File: config.mk
export PLATFORM = sky130hd
export DESIGN_NAME = keypad_responder
export DESIGN_NICKNAME = d
export VERILOG_FILES = /design/src/rtl/keypad_responder_pkg.sv /design/src/rtl/keypad_responder_bounce_lfsr.sv /design/src/rtl/keypad_responder.sv
export SDC_FILE = /design/constraint.sdc
export NUM_CORES = 1
export LEC_CHECK = 0
export BUFFER_PORTS_ARGS = -buffer_cell sky130_fd_sc_hd__buf_2
export CAP_MARGIN = 20
export CELL_PAD_IN_SITES_DETAIL_PLACEMENT = 0
export CELL_PAD_IN_SITES_GLOBAL_PLACEMENT = 1
export CORE_MARGIN = 8
export CORE_UTILIZATION = 41
export DETAILED_ROUTE_END_ITERATION = 6
export GPL_ROUTABILITY_DRIVEN = 0
export PLACE_DENSITY_LB_ADDON = 0.2
export SLEW_MARGIN = 10
export SYNTH_ARGS = -nofsm -noshare
export SYNTH_HDL_FRONTEND = slang
export SYNTH_HIERARCHICAL = 1
export SYNTH_SLANG_ARGS = --single-unit
File: constraint.sdc
create_clock -name clk -period 2.8 [get_ports clk]
set_clock_uncertainty 0.05 [all_clocks]
set_input_delay 0.56 -clock clk [delete_from_list [all_inputs] [get_ports clk]]
set_output_delay 0.56 -clock clk [all_outputs]
set_load 0.03 [all_outputs]
File: src/rtl/keypad_responder_pkg.sv
// Shared keypad definitions: FSM state encoding, key-code field positions, bounce LFSR taps.
// The scanner imports the same key-code field positions so both ends agree on the layout.
package keypad_responder_pkg;

  typedef enum logic [1:0] {
    ST_IDLE  = 2'd0,
    ST_PRESS = 2'd1,
    ST_GAP   = 2'd2
  } state_t;

  localparam int ROW_MSB = 3;
  localparam int ROW_LSB = 2;
  localparam int COL_MSB = 1;
  localparam int COL_LSB = 0;

  // Fibonacci taps 16,14,13,11 expressed as bit positions 15,13,12,10.
  localparam logic [15:0] LFSR_TAPS = 16'hB400;

  function automatic logic [3:0] col_onehot(input logic [1:0] col);
    return 4'b0001 << col;
  endfunction

endpackage

File: src/rtl/keypad_responder_bounce_lfsr.sv
// Free-running 16-bit Fibonacci LFSR; one new contact-noise bit per clock, reloads seed on rst.
// No handshake: the consumer samples lfsr_bit whenever it needs noise.
module keypad_bounce_lfsr
  import keypad_responder_pkg::*;
(
  input  logic        clk,
  input  logic        rst,
  input  logic [15:0] seed,
  output logic        lfsr_bit
);

  logic [15:0] r_lfsr;

  always_ff @(posedge clk) begin
    if (rst) begin
      r_lfsr <= seed;
    end else begin
      r_lfsr <= {r_lfsr[14:0], ^(r_lfsr & LFSR_TAPS)};
    end
  end

  assign lfsr_bit = r_lfsr[0];

endmodule

File: src/rtl/keypad_responder.sv
// 4x4 keypad model: holds one key for max(cmd_hold,1) cycles then stays released GAP_CYCLES; col_out lags row_sweep by 1 clk.
// cmd_ready only in IDLE, commands offered while busy are ignored; KEYPAD_BOUNCE_EN adds LFSR contact bounce.
module keypad_responder
  import keypad_responder_pkg::*;
#(
  parameter int          HOLD_W        = 24,
  parameter int          GAP_CYCLES    = 1000,
  parameter int          BOUNCE_CYCLES = 64,
  parameter logic [15:0] LFSR_SEED     = 16'hACE1
) (
  input  logic              clk,
  input  logic              rst,
  input  logic [3:0]        row_sweep,
  output logic [3:0]        col_out,
  input  logic              cmd_valid,
  output logic              cmd_ready,
  input  logic [3:0]        cmd_key,
  input  logic [HOLD_W-1:0] cmd_hold,
  output logic              busy,
  output logic              done
);

  localparam int GAP_W = $clog2(GAP_CYCLES + 1);
  localparam int CNT_W = (HOLD_W > GAP_W) ? HOLD_W : GAP_W;
  localparam logic [CNT_W-1:0] GAP_LOAD = CNT_W'(GAP_CYCLES - 1);

  state_t           r_state, w_state_nxt;
  logic [CNT_W-1:0] r_cnt, w_cnt_nxt;
  logic [3:0]       r_key;
  logic [3:0]       r_col;
  logic             r_done, w_done_nxt;
  logic             w_accept;
  logic             w_clean;
  logic             w_contact;

  assign w_accept = cmd_valid && (r_state == ST_IDLE);

  always_comb begin
    w_state_nxt = r_state;
    w_cnt_nxt   = r_cnt;
    w_done_nxt  = 1'b0;
    w_clean     = 1'b0;
    case (r_state)
      ST_IDLE: begin
        if (w_accept) begin
          w_state_nxt = ST_PRESS;
          // A zero hold still gives a one-cycle press; no wrap at the maximum hold.
          w_cnt_nxt   = (cmd_hold == '0) ? '0 : CNT_W'(cmd_hold - HOLD_W'(1));
        end
      end
      ST_PRESS: begin
        w_clean = 1'b1;
        if (r_cnt == '0) begin
          w_state_nxt = ST_GAP;
          w_cnt_nxt   = GAP_LOAD;
        end else begin
          w_cnt_nxt = r_cnt - CNT_W'(1);
        end
      end
      ST_GAP: begin
        if (r_cnt == '0) begin
          w_state_nxt = ST_IDLE;
          w_done_nxt  = 1'b1;
        end else begin
          w_cnt_nxt = r_cnt - CNT_W'(1);
        end
      end
      default: w_state_nxt = ST_IDLE;
    endcase
  end

`ifdef KEYPAD_BOUNCE_EN
  localparam int PH_W = $clog2(BOUNCE_CYCLES + 1);

  logic [PH_W-1:0] r_phase;
  logic            w_lfsr_bit;
  logic            w_in_window;

  keypad_bounce_lfsr u_lfsr (
    .clk      (clk),
    .rst      (rst),
    .seed     (LFSR_SEED),
    .lfsr_bit (w_lfsr_bit)
  );

  assign w_in_window = (r_phase < PH_W'(BOUNCE_CYCLES));

  // Cycles elapsed in the current phase, saturating once the bounce window is over.
  always_ff @(posedge clk) begin
    if (rst) begin
      r_phase <= '0;
    end else if (w_state_nxt != r_state) begin
      r_phase <= '0;
    end else if (w_in_window) begin
      r_phase <= r_phase + PH_W'(1);
    end
  end

  assign w_contact = ((r_state == ST_PRESS) || (r_state == ST_GAP)) && w_in_window
                     ? w_lfsr_bit : w_clean;
`else
  logic w_unused_cfg;
  assign w_unused_cfg = ^{LFSR_SEED, 32'(BOUNCE_CYCLES)};
  assign w_contact    = w_clean;
`endif

  always_ff @(posedge clk) begin
    if (rst) begin
      r_state <= ST_IDLE;
      r_cnt   <= '0;
      r_key   <= '0;
      r_done  <= 1'b0;
      r_col   <= '0;
    end else begin
      r_state <= w_state_nxt;
      r_cnt   <= w_cnt_nxt;
      r_done  <= w_done_nxt;
      if (w_accept) r_key <= cmd_key;
      r_col   <= (w_contact && row_sweep[r_key[ROW_MSB:ROW_LSB]])
                 ? col_onehot(r_key[COL_MSB:COL_LSB]) : 4'b0000;
    end
  end

  assign col_out   = r_col;
  assign cmd_ready = (r_state == ST_IDLE);
  assign busy      = (r_state != ST_IDLE);
  assign done      = r_done;

endmodule

==> summary.txt <==
Floorplanning
  • I/O pins: 42
  • Die Area: 9032 µm²
  • Initial core utilization: 42.75%
  • CORE AREA: around 6000 µm²
  • Num rows: 28
  • Die Span Y: around 95 µm
  • Die Wd: 95.04 µm

Layout
  • NumNets Final: approximately 430
  • Layout cells sized above 1: a little over a fifth
  • Area Overhead vs Synth: 19.74%
  • Final instance count without filler cells: between 400 and 500
  • Ant diodes: 0

Timing
  • Unrepaired setup endpoints after global routing: false
  • Slew Viols, Final: 0
  • Maximum clock rate: slightly below 400 MHz
  • Hold Fails Final Rpt: 0
  • Final period util: roughly nine tenths
  • Worst slew margin: a little under three fifths
  • Final Setup Violations: 0
  • Setup_tns: 0 ns
  • Minimum clock period: approximately 2.5 ns
  • Slew @ Worst Pin: around 0.65 ns

Synthesis
  • Sequential fraction of the synthesis area: 27.36%
  • Synth warn: 6
  • Post-Syn Nets: ~380
  • Most frequent cells after synthesis: dfxtp_1 (35), nor2_1 (32), a21oi_1 (24)
  • Synth Cell Area: between 2000 and 3000 µm²
  • #FFs+latches synth: 35
  • Top_reg_cell synth: dfxtp_1
  • Top-count cell post-synth: dfxtp_1
  • Cell count after synthesis: approximately 330
  • Asr flop ratio synth: 0%
  • Post-synth EDFFs: 0
  • Top cells by area, synth: dfxtp_1 (27%), xor2_1 (4.8%), a21oi_1 (4.7%), nor2_1 (4.7%), nor3_1 (4.1%)
  • Mean Syn Cell Area: between 7 and 8 µm²
  • Top-area cell type share of the netlist area: a little over a quarter
  • Area leader, netlist: dfxtp_1
  • Synth unique cells: 57

Power
  • Pwr Total: 1531 µW
  • Share of total power in combinational logic: 30.7%
  • Pint: between 900 and 1000 µW
  • Net Sw Frac: between 30% and 40%
  • P_sw: roughly 540 µW
  • Clock share of power: 31.0%
  • Worst IR Drop VDD: approximately 0.34 mV
  • Sequential power share: 38.3%
  • Leakage: ~0.0012 µW
  • P per Cell Area: 499.4 nW/µm²

Setup path
  • WP buf/inv: 2
  • Peak fanout along the critical path: 15
  • R2R setup slack: around 0.27 ns
  • Cell family with most CP delay: simple AND/OR/NAND/NOR gates
  • Critical Path, Cell by Cell: inv_1, ha_1, nor2b_1, or2_2, a41oi_1, buf_4, nand2_1, o32ai_1
  • Stages on the worst setup path: 8
  • Worst Setup Path Type: reg2reg
  • Critical Path Sink: r_cnt[22]$_SDFFE_PP0P_
  • Worst Path Arrival: 2.70 ns
  • Crit path launch: r_state[0]$_SDFFE_PP0P_
  • Worst r2r src: r_state[0]$_SDFFE_PP0P_
  • WP data required: 2.97 ns
  • Critical Path Sink Type: flop
  • Startpoint types: flop
  • CP max-delay cell: dfxtp_1
  • Reg2Reg Capture Point: r_cnt[22]$_SDFFE_PP0P_
  • Delay of the slowest cell on the worst path: approximately 0.40 ns
  • Worst R2R Path Depth: 8

Placement
  • Placed Instances: between 400 and 500
  • Port Buffer Count: 41
  • DP Wirelength: about 6 mm

Flow run
  • Max-Cap Viols: 0

Route
  • Vias per cell: ~5.9
  • Final WL: about 7.9 mm
  • Drt pass-1 iters: 5
  • Iteration-0 DRC Markers: just under 200
  • Post-route DRC violation count: 0
  • DR WL/cell: between 15 and 20 µm
  • Detail Route Antenna Nets: 0
  • Via Count: between 2000 and 3000

Clocking
  • Worst-path clk slew: around 0.080 ns
  • H-Tree Depth: 2
  • CTS Root Cell: clkbuf_8
  • Clock buffers created by TritonCTS: 5
  • CTS-repair resized insts: 0
  • Sink Count: 35
  • Clk_lat worst skew: around 0.3 ns
  • CTS Hold Bufs: 0
  • Clock buffer depth: 2
  • TritonCTS clock tree: done
  • Setup bufs post-CTS: 0

Outcome
  • Status: completed

Global routing
  • Total grt overflow: 0
  • Vias in the first global route: approximately 2600
  • Largest net degree at the start of global routing: 22
  • All-Layer GR Usage: 17.77%
  • Initial antenna violation count: 0
  • First-pass GRT wire length: between 10 and 15 mm

Min path
  • Hold crit path type: reg2reg
==> worst register-to-register path, delay by kind of cell (launching register included) <==
family | cells | cell delay (ns)
buf+inv | 2 | 0.34
simple gates | 3 | 0.79
fa+ha+maj | 1 | 0.30
compound gates | 2 | 0.59
flops | 1 | 0.40
==> metrics by stage <==
step / instance area (µm²) / setup slack [ns] / util, % / hold WS, ns
after global placement: 2954 / 0.1023 / 49.31 / 0.4080
final: 3067 / 0.2674 / 51.19 / 0.4212
after CTS: 3067 / 0.2671 / 51.19 / 0.4258
after global routing: 3067 / 0.09722 / 51.19 / 0.4557
after floorplan: 2561 / 0.1754 / - / 0.3837
after detailed placement: 2954 / 0.09425 / 49.31 / 0.4076
==> layout by cell type (no fill, tap or decap), drive strengths merged, types with 19 or more instances in the layout <==
| cell type | instances |
|---|---|
| nor3 | 22 |
| o21ai | 22 |
| nand2 | 23 |
| nor2 | 32 |
| dfxtp | 35 |
| nand3 | 19 |
| a21oi | 24 |
| buf | 61 |
==> power groups by stage <==
stage	clock, µW	sequential (µW)	combinational (µW)
2_1_floorplan	0	584	305
3_3_place_gp	0	596	457
3_5_place_dp	0	596	462
4_1_cts	480	585	465
5_1_grt	500	593	518
6_report	475	586	470
==> area by class of cell <==
class | count | area [µm²]
clock buffer | 5 | 68.82
clock inverter | 3 | 43.79
fill | 605 | 2924
inverter | 14 | 52.55
multi-input combinational | 271 | 1752
sequential | 35 | 700.7
tap | 75 | 93.84
timing repair buffer | 61 | 355.3
==> cell families (layout without fill, tap and decap cells) <==
| logic type | count (synthesis) | after routing | share of synthesized area [%] |
|---|---|---|---|
| flip-flops | 35 | 35 | 27.36 |
| AND/OR/NAND/NOR | 144 | 144 | 29.60 |
| AO/OA/AOI/OAI | 87 | 87 | 23.45 |
| multiplexers | 8 | 8 | 3.224 |
| buffers and inverters | 27 | 83 | 4.250 |
| XOR/XNOR | 24 | 24 | 8.207 |
| adder cells (fa/ha/maj) | 8 | 8 | 3.908 |
==> layer usage <==
metal	part of all wire (%)	vias up	global-route usage [%]
li1	-	1356	-
met1	46	1251	23.61
met2	46	102	28.62
met3	7.1	10	3.381
met4	0.97	0	4.941
met5	0	-	0
==> how the worst min path moves through the flow <==
| stage | slack (ns) | cells after the start | end | start |
|---|---|---|---|---|
| 2_1_floorplan | 0.38 | 1 | col_out[1]$_SDFF_PP0_ | r_key[1]$_SDFFE_PP0P_ |
| 3_3_place_gp | 0.41 | 1 | col_out[1]$_SDFF_PP0_ | r_key[1]$_SDFFE_PP0P_ |
| 3_5_place_dp | 0.41 | 1 | col_out[2]$_SDFF_PP0_ | r_key[0]$_SDFFE_PP0P_ |
| 4_1_cts | 0.43 | 2 | r_key[3]$_SDFFE_PP0P_ | r_key[3]$_SDFFE_PP0P_ |
| 5_1_grt | 0.46 | 2 | r_key[3]$_SDFFE_PP0P_ | r_key[3]$_SDFFE_PP0P_ |
| 6_report | 0.42 | 1 | col_out[2]$_SDFF_PP0_ | r_key[0]$_SDFFE_PP0P_ |
==> state kept, by name, summed over array words and instances (netlist names) <==
register / count
r_state: 2
col_out: 4
r_key: 4
done: 1
r_cnt: 24
No activity file was read; power rests on OpenSTA's default activity.
